===== src/rtl/bsg_manycore_host_req_arbiter.sv =====
// bsg_manycore_host_req_arbiter: credit-limited round-robin host request arbiter with fence drain; BSG_HOST_REQ_ARBITER_STALL_PROFILE_EN adds stall_cycles_o.
module bsg_manycore_host_req_arbiter #(
  parameter int num_req_p      = 2,
  parameter int packet_width_p = 128,
  parameter int max_credits_p  = 16
) (
  input  logic                                 clk_i,
  input  logic                                 reset_i,
  input  logic [num_req_p-1:0]                 req_v_i,
  input  logic [num_req_p*packet_width_p-1:0]  req_data_i,
  output logic [num_req_p-1:0]                 req_yumi_o,
  output logic                                 out_v_o,
  output logic [packet_width_p-1:0]            out_data_o,
  input  logic                                 out_ready_i,
  input  logic                                 credit_return_i,
  input  logic                                 fence_i,
  output logic                                 fence_done_o,
  output logic [$clog2(max_credits_p+1)-1:0]   credits_avail_o,
  output logic [$clog2(num_req_p)-1:0]         owner_o,
  output logic                                 credit_err_o
`ifdef BSG_HOST_REQ_ARBITER_STALL_PROFILE_EN
  ,output logic [31:0]                         stall_cycles_o
`endif
);
  localparam int lg_lp = $clog2(num_req_p);
  localparam int cw_lp = $clog2(max_credits_p+1);
  typedef enum logic [1:0] {IDLE, ISSUE, DRAIN} state_e;
  state_e state;
  logic [lg_lp-1:0] gnt, idx;
  logic any, full, hs;
  assign any  = |req_v_i;
  assign full = credits_avail_o == cw_lp'(max_credits_p);
  assign hs   = out_v_o & out_ready_i;
  // Walk backwards so the first valid requester after owner_o wins.
  always_comb begin
    gnt = '0;
    idx = '0;
    for (int i = num_req_p; i >= 1; i--) begin
      idx = lg_lp'((int'(owner_o) + i) % num_req_p);
      if (req_v_i[idx]) gnt = idx;
    end
  end
  always_comb begin
    out_data_o = req_data_i[packet_width_p-1:0];
    for (int k = 1; k < num_req_p; k++)
      if (gnt == lg_lp'(k)) out_data_o = req_data_i[k*packet_width_p +: packet_width_p];
  end
  assign out_v_o      = ~reset_i & (state != DRAIN) & any & (credits_avail_o != '0) & ~fence_i;
  assign req_yumi_o   = num_req_p'(hs) << gnt;
  assign fence_done_o = ~reset_i & fence_i & full;
  always_ff @(posedge clk_i) begin
    if (reset_i) begin
      state           <= IDLE;
      credits_avail_o <= cw_lp'(max_credits_p);
      owner_o         <= lg_lp'(num_req_p-1);
      credit_err_o    <= 1'b0;
    end else begin
      state <= fence_i ? DRAIN : (state != DRAIN && any) ? ISSUE : IDLE;
      if (hs & ~credit_return_i) credits_avail_o <= credits_avail_o - cw_lp'(1);
      else if (credit_return_i & ~hs & full) credit_err_o <= 1'b1;
      else if (credit_return_i & ~hs) credits_avail_o <= credits_avail_o + cw_lp'(1);
      if (hs) owner_o <= gnt;
    end
  end
`ifdef BSG_HOST_REQ_ARBITER_STALL_PROFILE_EN
  always_ff @(posedge clk_i) begin
    if (reset_i) stall_cycles_o <= '0;
    else if (any & ~hs & ~&stall_cycles_o) stall_cycles_o <= stall_cycles_o + 32'd1;
  end
`endif
endmodule

===== config.mk =====
export PLATFORM = sky130hd
export DESIGN_NAME = bsg_manycore_host_req_arbiter
export DESIGN_NICKNAME = d
export VERILOG_FILES = /design/src/rtl/bsg_manycore_host_req_arbiter.sv
export SDC_FILE = /design/constraint.sdc
export NUM_CORES = 1
export LEC_CHECK = 0
export ABC_CLOCK_PERIOD_IN_PS = 3000
export BUFFER_PORTS_ARGS = -buffer_cell sky130_fd_sc_hd__clkbuf_2
export CORE_AREA = 2 2 157 159
export DETAILED_ROUTE_END_ITERATION = 10
export DIE_AREA = 0 0 159 161
export PLACE_DENSITY_LB_ADDON = 0.2
export SKIP_LAST_GASP = 1
export SLEW_MARGIN = 15
export SYNTH_ARGS = -nofsm -noshare
export SYNTH_HDL_FRONTEND = slang
export SYNTH_SLANG_ARGS = --single-unit
export TNS_END_PERCENT = 20

===== constraint.sdc =====
create_clock -name clk_i -period 3 [get_ports clk_i]
set_input_delay 0.6 -clock clk_i [delete_from_list [all_inputs] [get_ports clk_i]]
set_output_delay 0.6 -clock clk_i [all_outputs]
set_load 0.05 [all_outputs]

==> impl.org <==
** STA
- For the pin with the worst max-slew slack, the measured transition is 0.372 ns.
- Setup violation total in the final timing report :: 0
- The worst path needs 2.60 ns of the cycle, external delays included.
- Across the routed clock network, the largest skew measured is 0.00206 ns.
- The number of hold violations in the final report came to 0.
- Headroom to the max-slew limit came out at 75.1%.
- Peak Freq :: 385 MHz
- The count of final max-slew check failures came to 0.
- Final worst path period share :: 86.6%
- Minimum setup slack in the final design :: 0.401 ns
- Setup repair after global routing missed its margin :: false

** Min path
- The worst hold path belongs to the class reg -> reg.

** Clocking
- Maximum root-to-sink buffer count :: 2
- TritonCTS built the clock tree.
- In this run the clock root is driven by a clkbuf_16.
- Buffers inserted to repair hold after CTS numbered 0.
- In this run, post-CTS repair resized a total of 0 instances.
- Post-CTS setup buffers :: 0
- Counting the buffers created by CTS gives 3.
- H-tree depth reported by CTS :: 1
- The tree built by TritonCTS fans out to 9 sinks.
- Clock-pin slew was measured on the worst setup and hold paths at 0.04 ns.
- Clock network latency to the later pin of the worst-skew pair :: 0.23 ns

** Logic synthesis
- Number of warnings issued by yosys :: 0
- After synthesis the cells add up to 0.00218 sq mm.
- The portion of synthesized area spent on multiplexers is 0.459%.
- Synthesis produced a netlist whose cell count is 480.
- Summing the areas of all compound-gate instances in the mapped netlist gives 5.68% of the synthesized area.
- Synthesized area per cell :: 4.55 sq um
- Area share of the largest cell type after synthesis :: 66.9%
- Largest family of logic cells by synthesized area :: simple AND/OR/NAND/NOR gates
- Sequential fraction of the synthesis area :: 8.26%
- In this run, synthesis inferred 0 flip-flops with an integrated enable.
- The synthesized design spends more area on one cell type than any other, namely nand2_1.
- Adder-cell share of the synthesized area :: 3.78%
- Counting flops and latches in the post-synthesis netlist gives 9.
- Post-synthesis cell type count :: 34
- The number of nets in the synthesized netlist is 749.
- Primary FF master, synth :: dfxtp_1
- Of the total synthesized cell area, the portion taken by XOR and XNOR cells is 1.20%.
- The commonest cells after synthesis are nand2_1, clkbuf_1, dfxtp_1.
- After synthesis, the cell types taking the most area are nand2_1, dfxtp_1, clkbuf_1.
- Async set-or-reset flop fraction in the synthesized netlist :: 0%
- Of the total synthesized cell area, the portion taken by AND, OR, NAND and NOR gates is 74.6%.
- By instance count, the leading cell after synthesis is nand2_1.

** Drt
- Dividing the detail-routed via count by the number of cells gives 3.50.
- Detailed-route via count :: 4184
- The routed design has 13400 microns of wire.
- Count of unresolved DRC violations after routing :: 0
- Once detail routing completed, the nets flagged for antenna violations numbered 0.
- First DRT Iteration DRCs :: 106
- Dividing the detail-routed wire length by the instance count gives 11.3 microns.
- The first detailed-routing pass ran for 4 iterations.

** Floorplanning
- Standard cell core area :: 0.0240 sq mm
- Y dimension of the die :: 161 microns
- For this configuration, the core starts out at a cell density of 9.11%.
- Total I/O pin count :: 402
- Horizontal die dimension :: 159 microns
- The floorplan step defined a die boundary enclosing 0.0256 sq mm.
- The floorplan has 57 rows.

** Critical path
- Data required, critical path :: 3.11 ns
- STA classifies the critical path endpoint as a register.
- Along the worst path, the maximum fanout reaches 8.
- Data on the critical path arrives at its endpoint at 2.71 ns.
- Critical path start-end classification :: in -> reg
- Sort of element at the start of the critical path :: input port
- Setup slack on the worst reg-to-reg path comes out at 0.57 ns.

** Layout
- Summing all flip-flop and latch instances after layout gives 183 sq um.
- After filler insertion, the fill cell instance count of the layout stands at 2885.
- At the end of the flow, the number of nets in the layout was 1140.
- 0 antenna diodes ended up in the layout.
- Footprint of the multi-input gates :: 0.00190 sq mm
- For this run, the share of the core covered by cells in the final layout is 19.9%.
- Of the cells placed in the final design, the portion with a size suffix greater than 1 is 50.2%.
- Compared with the post-synthesis result, the final layout area differs by 118%.

** Global route
- After global routing the overflow that remains totals 0.
- The number of global-route vias before repair was 4101.
- Initial antenna violation count :: 0
- Global-route usage over all layers :: 9.69%
- Entering global routing, the biggest net connects 73 pins.
- The first global-routing pass estimated 20700 microns of wire.

** Power
- Dividing total power by cell area gives a power density of 368 mW/mm^2.
- Worst IR Drop VDD :: 227 uV
- Standby leakage power :: 3.19 nW

** Placed design
- Summed over all nets, the half-perimeter wirelength after detailed placement is 11500 microns.
- Number of buffer cells added on primary ports :: 401
- Minimum setup slack after placement :: 0.160 ns
- At the end of routability-driven placement, the weighted congestion stood at 0.766.

** Status
- The run finished with clean final reports.

** Run
- Across the run, the number of max-cap violations was 0.
[path summary, 6_finish.rpt]
path,from,end,depth (start not counted)
max,reset_i,credits_avail_o[4]$_SDFFE_PP1P_,12
min,credit_err_o$_SDFFE_PP0P_,credit_err_o$_SDFFE_PP0P_,2
max reg2reg,credits_avail_o[1]$_SDFFE_PP0P_,credits_avail_o[4]$_SDFFE_PP1P_,10
min reg2reg,credit_err_o$_SDFFE_PP0P_,credit_err_o$_SDFFE_PP0P_,2
[registers in the layout, summed over array words and instances (netlist names)]
signal / count
state: 2
credits_avail_o: 5
owner_o: 1
credit_err_o: 1
[routing by layer]
layer  share of wire [%]  track usage (%)
met4                0.51            0.909
met5                   0                0
met1                  42             11.3
met2                  52             19.4
met3                 6.1             1.23
[placed cells by master (no fill, tap or decap), drive strengths merged]
master,count
or2,3
o22a,1
a21o,1
dfxtp,9
a2111oi,1
or3,1
a21oi,2
o221ai,2
clkbuf,405
nor4,2
nor3,2
nor2b,4
nand2,390
a31oi,2
o31ai,1
fa,1
and2,1
inv,6
xor2,1
and3,1
nor3b,1
mux2i,1
nand3b,1
and4b,1
ha,5
a211oi,1
nor2,7
buf,14
xnor2,2
a31o,1
[metrics by stage]
stage	setup TNS (ns)	hold WS [ns]	total power, W	cells	area (sq um)
6_report	0	0.475	0.00175	1194	4760
3_5_place_dp	0	0.461	0.00153	1190	4680
5_1_grt	0	0.526	0.00187	1194	4760
3_3_place_gp	0	0.470	0.00154	1190	4680
2_1_floorplan	-0.443	0.535	0.00108	480	2200
4_1_cts	0	0.480	0.00177	1194	4760
[cell type report]
| type | instances | area share [%] |
|---|---|---|
| Inverter | 6 | 0.473 |
| Clock buffer | 4 | 1.66 |
| Multi-Input combinational cell | 436 | 39.9 |
| Tap cell | 324 | 8.51 |
| Timing Repair Buffer | 415 | 45.7 |
| Sequential cell | 9 | 3.84 |
[logic make-up (layout without fill, tap and decap cells)]
kind of cell             count (synthesis)  after routing
buffers and inverters                   35            425
XOR/XNOR                                 3              3
flip-flops                               9              9
AND/OR/NAND/NOR                        414            414
multiplexers                             1              1
AO/OA/AOI/OAI                           12             12
adder cells (fa/ha/maj)                  6              6
[critical path: stages]
cell and delay [ns]:
clkbuf_2 0.09, or2_4 0.26, a2111oi_4 0.37, nand2_2 0.10, inv_2 0.09, ha_4 0.18, inv_1 0.06, fa_2 0.35
nor2b_1 0.17, o22a_2 0.18, and4b_4 0.23, nor3_2 0.04
[where the power goes]
group	switching (W)	total [W]	internal [W]
Combinational	0.000984	0.00137	0.000381
Sequential	0.0000190	0.000153	0.000134
Clock	0.0000572	0.000235	0.000178
Total	0.00106	0.00175	0.000693
Note: power is estimated with default switching activity, not from simulation.
